## config.mk

```make
export PLATFORM = sky130hd
export DESIGN_NAME = decode_arith_stage
export DESIGN_NICKNAME = d
export VERILOG_FILES = /design/src/rtl/instr_type.sv /design/src/rtl/arith_kind_lut.sv /design/src/rtl/decode_arith_stage.sv
export SDC_FILE = /design/constraint.sdc
export NUM_CORES = 1
export LEC_CHECK = 0
export BUFFER_PORTS_ARGS = -buffer_cell sky130_fd_sc_hd__buf_2
export CAP_MARGIN = 5
export CORE_MARGIN = 2
export CORE_UTILIZATION = 55
export CTS_BUF_LIST = sky130_fd_sc_hd__clkbuf_8
export CTS_CLUSTER_DIAMETER = 60
export DETAILED_ROUTE_END_ITERATION = 6
export GPL_TIMING_DRIVEN = 0
export MAX_ROUTING_LAYER = met4
export PLACE_DENSITY = 0.83
export SLEW_MARGIN = 20
export SYNTH_ARGS = -nofsm -noshare
export SYNTH_HDL_FRONTEND = slang
export SYNTH_SLANG_ARGS = --single-unit
export TNS_END_PERCENT = 100
```

## constraint.sdc

```tcl
create_clock -name clk -period 4.12 [get_ports clk]
set_clock_uncertainty 0.15 [all_clocks]
set_input_delay 0.618 -clock clk [delete_from_list [all_inputs] [get_ports clk]]
set_output_delay 0.618 -clock clk [all_outputs]
set_load 0.02 [all_outputs]
```

## src/rtl/instr_type.sv

```systemverilog
// Shared decode types: arithmetic kinds, major opcodes and funct7 encodings
// for the OP / OP-IMM decode stage.
package instr_type;

  typedef enum logic [4:0] {
    ak_invalid,
    ak_addi, ak_slti, ak_sltiu, ak_xori, ak_ori, ak_andi,
    ak_slli, ak_srli, ak_srai,
    ak_add, ak_sub, ak_sll, ak_slt, ak_sltu, ak_xor, ak_srl, ak_sra, ak_or, ak_and,
    ak_mul, ak_mulh, ak_mulhsu, ak_mulhu, ak_div, ak_divu, ak_rem, ak_remu
  } arith_kind_t;

  localparam logic [6:0] OPC_OP_IMM = 7'b0010011;
  localparam logic [6:0] OPC_OP     = 7'b0110011;

  localparam logic [6:0] F7_BASE   = 7'b0000000;
  localparam logic [6:0] F7_ALT    = 7'b0100000;
  localparam logic [6:0] F7_MULDIV = 7'b0000001;

  // Immediate shifts carry a shamt in the immediate field instead of a signed value.
  function automatic logic is_imm_shift(input arith_kind_t kind);
    return (kind == ak_slli) || (kind == ak_srli) || (kind == ak_srai);
  endfunction

endpackage

```

## src/rtl/arith_kind_lut.sv

```systemverilog
// Combinational opcode/funct3/funct7 -> arith kind lookup.
// M-extension encodings decode only when DECODE_ARITH_M_EXT_EN is defined.
module arith_kind_lut
  import instr_type::*;
#(
  parameter int XLEN = 32
) (
  input  logic [6:0]  opcode,
  input  logic [2:0]  funct3,
  input  logic [6:0]  funct7,
  output arith_kind_t kind,
  output logic        illegal
);

  // RV64 borrows funct7[0] as shamt[5], so only the upper six bits qualify the shift.
  logic sh_base;
  logic sh_alt;
  assign sh_base = (XLEN == 64) ? (funct7[6:1] == F7_BASE[6:1]) : (funct7 == F7_BASE);
  assign sh_alt  = (XLEN == 64) ? (funct7[6:1] == F7_ALT[6:1])  : (funct7 == F7_ALT);

  always_comb begin
    kind = ak_invalid;
    case (opcode)
      OPC_OP_IMM: begin
        case (funct3)
          3'b000:  kind = ak_addi;
          3'b010:  kind = ak_slti;
          3'b011:  kind = ak_sltiu;
          3'b100:  kind = ak_xori;
          3'b110:  kind = ak_ori;
          3'b111:  kind = ak_andi;
          3'b001:  kind = sh_base ? ak_slli : ak_invalid;
          3'b101:  kind = sh_base ? ak_srli : (sh_alt ? ak_srai : ak_invalid);
          default: kind = ak_invalid;
        endcase
      end
      OPC_OP: begin
        if (funct7 == F7_BASE) begin
          case (funct3)
            3'b000:  kind = ak_add;
            3'b001:  kind = ak_sll;
            3'b010:  kind = ak_slt;
            3'b011:  kind = ak_sltu;
            3'b100:  kind = ak_xor;
            3'b101:  kind = ak_srl;
            3'b110:  kind = ak_or;
            3'b111:  kind = ak_and;
            default: kind = ak_invalid;
          endcase
        end else if (funct7 == F7_ALT) begin
          if (funct3 == 3'b000)      kind = ak_sub;
          else if (funct3 == 3'b101) kind = ak_sra;
        end
`ifdef DECODE_ARITH_M_EXT_EN
        else if (funct7 == F7_MULDIV) begin
          case (funct3)
            3'b000:  kind = ak_mul;
            3'b001:  kind = ak_mulh;
            3'b010:  kind = ak_mulhsu;
            3'b011:  kind = ak_mulhu;
            3'b100:  kind = ak_div;
            3'b101:  kind = ak_divu;
            3'b110:  kind = ak_rem;
            3'b111:  kind = ak_remu;
            default: kind = ak_invalid;
          endcase
        end
`endif
      end
      default: kind = ak_invalid;
    endcase
  end

  assign illegal = (kind == ak_invalid);

endmodule

```

## src/rtl/decode_arith_stage.sv

```systemverilog
// Registered OP / OP-IMM decode stage with a two-entry skid buffer.
// Optional feature macro: DECODE_ARITH_M_EXT_EN (M-extension decode in arith_kind_lut).
module decode_arith_stage
  import instr_type::*;
#(
  parameter int XLEN = 32
) (
  input  logic            clk,
  input  logic            rst,
  input  logic            flush,
  input  logic            in_valid,
  output logic            in_ready,
  input  logic [31:0]     in_instr,
  output logic            out_valid,
  input  logic            out_ready,
  output arith_kind_t     out_kind,
  output logic [4:0]      out_rd,
  output logic [4:0]      out_rs1,
  output logic [4:0]      out_rs2,
  output logic [XLEN-1:0] out_imm,
  output logic            out_use_imm,
  output logic            out_illegal
);

  localparam int SHW = (XLEN == 64) ? 6 : 5;

  typedef struct packed {
    arith_kind_t     kind;
    logic [4:0]      rd;
    logic [4:0]      rs1;
    logic [4:0]      rs2;
    logic [XLEN-1:0] imm;
    logic            use_imm;
    logic            illegal;
  } entry_t;

  entry_t      main_q, skid_q, dec;
  logic        main_v, skid_v, ready_q;
  arith_kind_t dec_kind;
  logic        dec_illegal;

  arith_kind_lut #(.XLEN(XLEN)) u_lut (
    .opcode  (in_instr[6:0]),
    .funct3  (in_instr[14:12]),
    .funct7  (in_instr[31:25]),
    .kind    (dec_kind),
    .illegal (dec_illegal)
  );

  always_comb begin
    dec         = '0;
    dec.kind    = dec_kind;
    dec.rd      = in_instr[11:7];
    dec.rs1     = in_instr[19:15];
    dec.rs2     = in_instr[24:20];
    dec.use_imm = (in_instr[6:0] == OPC_OP_IMM);
    dec.illegal = dec_illegal;
    dec.imm     = is_imm_shift(dec_kind) ? {{(XLEN-SHW){1'b0}}, in_instr[20 +: SHW]}
                                         : {{(XLEN-12){in_instr[31]}}, in_instr[31:20]};
  end

  // Handshake: a word moves on a side only in a cycle where valid && ready are both 1;
  // once out_valid rises it stays high with a stable payload until out_ready is seen.
  logic accept, main_free;
  assign accept    = in_valid && ready_q;
  assign main_free = !main_v || out_ready;

  always_ff @(posedge clk or negedge rst) begin
    if (!rst) begin
      main_v  <= 1'b0;
      skid_v  <= 1'b0;
      ready_q <= 1'b1;
      main_q  <= '0;
      skid_q  <= '0;
    end else if (flush) begin
      main_v  <= 1'b0;
      skid_v  <= 1'b0;
      ready_q <= 1'b1;
    end else if (main_free) begin
      // ready_q is low whenever skid holds data, so the refill never races an accept.
      if (skid_v) begin
        main_q  <= skid_q;
        main_v  <= 1'b1;
        skid_v  <= 1'b0;
        ready_q <= 1'b1;
      end else begin
        main_v <= accept;
        if (accept) main_q <= dec;
      end
    end else if (accept) begin
      skid_q  <= dec;
      skid_v  <= 1'b1;
      ready_q <= 1'b0;
    end
  end

  assign in_ready    = ready_q;
  assign out_valid   = main_v;
  assign out_kind    = main_q.kind;
  assign out_rd      = main_q.rd;
  assign out_rs1     = main_q.rs1;
  assign out_rs2     = main_q.rs2;
  assign out_imm     = main_q.imm;
  assign out_use_imm = main_q.use_imm;
  assign out_illegal = main_q.illegal;

endmodule

```

* After elaboration in Yosys (flattened, before gate mapping)
Memories as Yosys holds them, arrays and structs flattened. Cells that the tools add are included.
Word-level totals: bits in registers 111, ROM bits 40, memories 1
Cells by class: eq/ne operators 14, mux-type cells 22, bitwise gates (word level) 2, reductions and logical operators 14
Memories:
- (name not given) | words 8, bits a word 5, read ports 1, clocked after memory_dff 0, wr ports 0, RTL line arith_kind_lut.sv:39 | case (funct3)
Operator list (number):
- $mux W54 | 2
- $pmux W5 S8 | 1
- $mux W32 | 1
- $mux W5 | 5
- $eq A7 B6 Y1 const B | 2
- $eq A3 B3 Y1 const B | 4
- $eq A5 B4 Y1 const B | 2
- $mux W1 | 10
- $pmux W5 S2 | 1
- $eq A7 B5 Y1 const B | 1
- $logic_not A7 Y1 | 1
- $eq A3 B2 Y1 const B | 2
- $reduce_and A3 Y1 | 2
- $eq A5 B3 Y1 const B | 1
- $logic_not A5 Y1 | 1
- $mux W4 | 1
- $reduce_bool A2 Y1 | 2
- $eq A3 B1 Y1 const B | 1
- $logic_not A3 Y1 | 1
- $logic_or A1 B1 Y1 | 3
- $mux W3 | 1
- $ne A3 B3 Y1 const B | 1
- $reduce_bool A3 Y1 | 1
- $not A1 Y1 | 2
- other kinds (3) | 3

* Depth between registers and ports, before layout
depth after elaboration 12, gate-level depth with buffers 9

* Hierarchy
From an unflattened synthesis, not the netlist that was laid out.
Second synthesis, totals: cells, all modules 362, area, all modules 3301.9 sq um
By module, submodules not included:
- decode_arith_stage | times used 1, cells each 300, area an instance 2831.5 sq um
- arith_kind_lut | times used 1, cells each 62, area an instance 470.5 sq um

* Worst setup path after synthesis
OpenSTA, ideal clock, no wires.
kind input to register, start in in_instr[12], end reg main_q (netlist bit out_illegal), library setup time 92 ps, data arrival time 2229 ps, data required time 3878 ps, path slack 1649 ps, cell stages on the path 8, path buffers 0, cell sequence inv_1 -> ha_1 -> or3_1 -> a21boi_1 -> o32a_4 -> a21oi_1 -> or3_1 -> o31ai_2
Between the ends: word-level cells in the longest chain between the ends 9, elaborated cells between the ends (all ways) 18
RTL lines:
- start: declaration | RTL line decode_arith_stage.sv:13 | input logic [31:0] in_instr,
- $eq A3 B3 Y1 | RTL line arith_kind_lut.sv:25, arith_kind_lut.sv:52
- $mux W5 | RTL line arith_kind_lut.sv:52 | else if (funct3 == 3'b101) kind = ak_sra;
- $mux W5 | RTL line arith_kind_lut.sv:51 | if (funct3 == 3'b000) kind = ak_sub;
- $mux W5 | RTL line arith_kind_lut.sv:50 | end else if (funct7 == F7_ALT) begin
- $mux W5 | RTL line arith_kind_lut.sv:38 | if (funct7 == F7_BASE) begin
- $pmux W5 S2 * | RTL line arith_kind_lut.sv:23 | case (opcode)
- $logic_not A5 Y1 * | RTL line arith_kind_lut.sv:74 | assign illegal = (kind == ak_invalid);
- $mux W54 * | RTL line decode_arith_stage.sv:88 | if (accept) main_q <= dec;
- $mux W54 * | RTL line decode_arith_stage.sv:81 | if (skid_v) begin
- end signal: assignment | RTL line decode_arith_stage.sv:82 | main_q <= skid_q;
- end: declaration | RTL line decode_arith_stage.sv:37 | entry_t main_q, skid_q, dec;
Every way passes the cells marked *; elsewhere a longest branch is shown, timed or not. The select of a mux whose other input is x is not followed. A chain may end at the register's enable or synchronous reset.

* Final worst setup path
start in in_instr[13], end reg main_q (netlist bit out_imm[10])
Between the ends: word-level cells in the longest chain between the ends 12, elaborated cells between the ends (all ways) 23
RTL lines:
- $eq A3 B3 Y1 | RTL line arith_kind_lut.sv:25, arith_kind_lut.sv:52
- $mux W5 | RTL line arith_kind_lut.sv:52
- $mux W5 | RTL line arith_kind_lut.sv:51
- $mux W5 | RTL line arith_kind_lut.sv:50
- $mux W5 | RTL line arith_kind_lut.sv:38
- $pmux W5 S2 * | RTL line arith_kind_lut.sv:23
- $eq A5 B3 Y1 / $eq A5 B4 Y1 (equally long branches) | RTL line instr_type.sv:22 | return (kind == ak_slli) || (kind == ak_srli) || (kind == ak_srai);
- $logic_or A1 B1 Y1 | RTL line instr_type.sv:22
- $logic_or A1 B1 Y1 * | RTL line instr_type.sv:22
- $mux W32 * | RTL line decode_arith_stage.sv:58 | dec.imm = is_imm_shift(dec_kind) ? {{(XLEN-SHW){1'b0}}, in_instr[20 +: SHW]}
- $mux W54 * | RTL line decode_arith_stage.sv:88
- $mux W54 * | RTL line decode_arith_stage.sv:81
Marks and branches as above.

==> results.py <==
metrics = {
    "cells_and_area": {
        "antenna_cells": 0,
        "layout-drive-gt1-share": 0.3297,
        "fin_util": 0.6950,
        "finalNetCount": 501,
        "fillers": 471,
        "fin_area_um2": 4066,
        "area_growth_pct": 23.39,
    },
    "timing": {
        "final_min_period_over_clock_period": 0.6229,
        "finalSetupViolations": 0,
        "holdWs_ns": 0.1989,
        "clock.fmax_mhz": 389.6,
        "layout_setup_ws_ns": 1.553,
        "slew_violations": 0,
        "max_slew_margin": 0.4963,
        "finalHoldViolations": 0,
        "tns_ns": 0,
        "rsz0062_at_grt": "no",
        "post-route-min-period_ns": 2.567,
        "tightest_slew_ns": 0.7555,
    },
    "yosys": {
        "synth_seq_area_share": 0.4636,
        "synth-edff-count": 0,
        "ys_seq_elements": 61,
        "synth_area_um2": 3296,
        "avgSynthCellArea_um2": 9.257,
        "synth_cell_types": 45,
        "synthesis.instances": 356,
        "syn_nets": 398,
        "ys_warn_count": 0,
        "synth_top_flop_cell": "dfrtp_1",
        "async_flop_share": 1.000,
    },
    "clock_network": {
        "cts.sinks": 61,
        "cts_root_buf": "clkbuf_8",
        "cts_tree": "built",
        "post_cts_buffers": 0,
        "cts_hold_buffers": 0,
        "clk_pin_slew_worst_paths_ns": 0.08,
        "clkLatencyLatePin_ns": 0.33,
        "htree_levels": 3,
        "post_cts_resized": 0,
        "clockBufferDepth": 2,
        "cts_buffers": 9,
    },
    "floorplan": {
        "dieArea_um2": 6628,
        "core-area_um2": 5851,
        "dieHeight_um": 81.41,
        "rows": 28,
        "die_w_um": 81.41,
        "ios": 93,
        "initial_core_util": 0.5633,
    },
    "placement": {
        "hpwl_um": 5251,
        "place_ws_ns": 1.220,
        "place_area_um2": 3852,
        "gp_congestion": 0.8741,
        "io_buffers": 92,
    },
    "detailed_routing": {
        "drc_errors": 0,
        "wirelength_um": 7402,
        "first_pass_iters": 4,
        "drt_iter0_markers": 134,
        "drt-wirelength-per-cell_um": 13.73,
        "vias_per_cell": 5.217,
        "antenna_left": 0,
        "vias": 2812,
    },
    "pwr": {
        "p_int_mw": 1.236,
        "combinationalPowerShare": 0.260,
        "netSwitchingFraction": 0.3197,
        "pwr-share-seq": 0.418,
        "p_leak_nw": 2.010,
        "p_per_area_nw_per_um2": 446.8,
        "p_clk_frac": 0.322,
        "vdd_drop_max_v": 0.0003021,
        "power_switching_mw": 0.5810,
    },
    "global_route": {
        "antenna_found_initial": 0,
        "grt_max_degree": 62,
        "grt_pass1_vias": 2656,
        "grt_pass1_wl_um": 12100,
        "grtUsageTotal": 0.2450,
        "grt_remaining_overflow": 0,
    },
    "outcome": {
        "status": "finished clean",
    },
    "setup_path": {
        "start_kind": "primary input",
        "worstPathArrival_ns": 2.63,
        "worstPathMaxFanout": 10,
        "worstPathRequired_ns": 4.18,
        "critPathKind": "primary input to register",
        "crit_path_end_kind": "register",
    },
    "job": {
        "maxCapViolCount": 0,
    },
    "hold_path": {
        "hold_path_class": "primary input to async pin",
    },
}
worst max-delay path, stage by stage:
cell and delay [ns]:
buf_2 0.14, inv_1 0.09, ha_1 0.24, or3_1 0.37, a32oi_1 0.28, nand2b_1 0.24
nor4b_4 0.34, buf_6 0.23, o22ai_2 0.07
layout make-up:
cell class / instances / area, µm² / share of cell area
plain buffers: 46 / 279.0 / 0.06862
clock buffers: 9 / 123.9 / 0.03046
clock inverters: 7 / 90.09 / 0.02215
inverters: 3 / 11.26 / 0.002769
multi-input cells: 246 / 1478 / 0.3634
flip-flops and latches: 61 / 1528 / 0.3757
well taps: 75 / 93.84 / 0.02308
repair buffers: 92 / 462.9 / 0.1138
worst paths after layout:
kind	from	end	slack (ns)	cells after the start
worst max-delay path	in_instr[13]	out_imm[10]	1.55	9
worst min-delay path	rst	out_rd[3]	0.20	1
worst max register to register	skid_v	out_illegal	1.78	7
worst min register to register	skid_q[11]	skid_q[11]	0.32	2
max in group asynchronous	rst	out_illegal	3.13	1
min in group clk	skid_q[11]	skid_q[11]	0.32	2
cells by family (layout without fill, tap and decap cells):
group / count (synthesis) / in the layout / synth area share
AO/OA/AOI/OAI: 77 / 77 / 0.1545
XOR/XNOR: 2 / 2 / 0.005316
AND/OR/NAND/NOR: 145 / 145 / 0.2175
buffers and inverters: 49 / 157 / 0.08808
multiplexers: 17 / 17 / 0.05201
flip-flops: 61 / 61 / 0.4636
adder cells (fa/ha/maj): 5 / 5 / 0.01898
per-layer routing:
layer,vias up,track usage,routed length [µm]
met4,0,0.09322,90
met5,-,-,0
met3,7,0.06264,463
met2,92,0.3910,3696
li1,1408,-,-
met1,1305,0.3007,3151
cell usage after synthesis (2+ instances only):
master    instances  area, µm²
xnor2_1           2      17.52
nand3_1           3      15.01
a32o_1            2      20.02
nor2b_1           8      50.05
a32oi_1           2      17.52
nand3b_1          8      60.06
o31ai_1           6      45.04
a21oi_1          16      80.08
nand2b_1          7      43.79
dfrtp_1          60       1501
o21ai_2           9      78.83
nor3_1            6      30.03
o21ai_0          30      150.1
and3_1            8      50.05
buf_4            26      195.2
nand4_1           2      12.51
inv_1             3      11.26
o211ai_1          2      15.01
nand2_1          87      326.6
nor2_1            7      26.28
clkbuf_1         17      63.81
mux2i_1          16      160.2
ha_1              5      62.56
or3_1             3      18.77
cells in the final DEF, fill, tap and decap left out, types with 2 or more instances in the layout:
cell type	n
a32oi_1	2
nand4_1	2
ha_1	5
mux2i_1	16
bufinv_16	2
buf_4	27
o21ai_2	9
o211ai_1	2
nand3_1	3
a21oi_1	16
o21ai_0	30
a32o_1	2
nor2b_1	8
buf_2	92
clkinv_2	2
and3_1	8
inv_1	4
dfrtp_1	60
nand2b_1	7
nor3_1	6
clkbuf_1	17
nand3b_1	8
clkbuf_8	9
xnor2_1	2
o31ai_1	6
nor2_1	7
or3_1	3
nand2_1	87
state kept, by name, summed over array words and instances (netlist names):
name and flops:
in_ready 1, out_illegal 1, out_imm 8, out_kind 5, out_rd 5, out_rs1 5
out_rs2 4, out_use_imm 1, out_valid 1, skid_q 29, skid_v 1
metrics by stage:
step	total power, mW	std cells
3_5_place_dp	1.247	523
3_3_place_gp	1.230	523
4_1_cts	1.825	539
6_report	1.817	539
5_1_grt	1.912	539
2_1_floorplan	1.084	356
power by group through the flow:
stage	clock network (mW)	registers, mW	logic [mW]
final	0.585	0.760	0.472
after detailed placement	0	0.771	0.476
after global routing	0.613	0.772	0.527
after floorplan	0	0.817	0.267
after CTS	0.587	0.760	0.478
after global placement	0	0.766	0.464
Note: power is estimated with default switching activity, not from simulation.
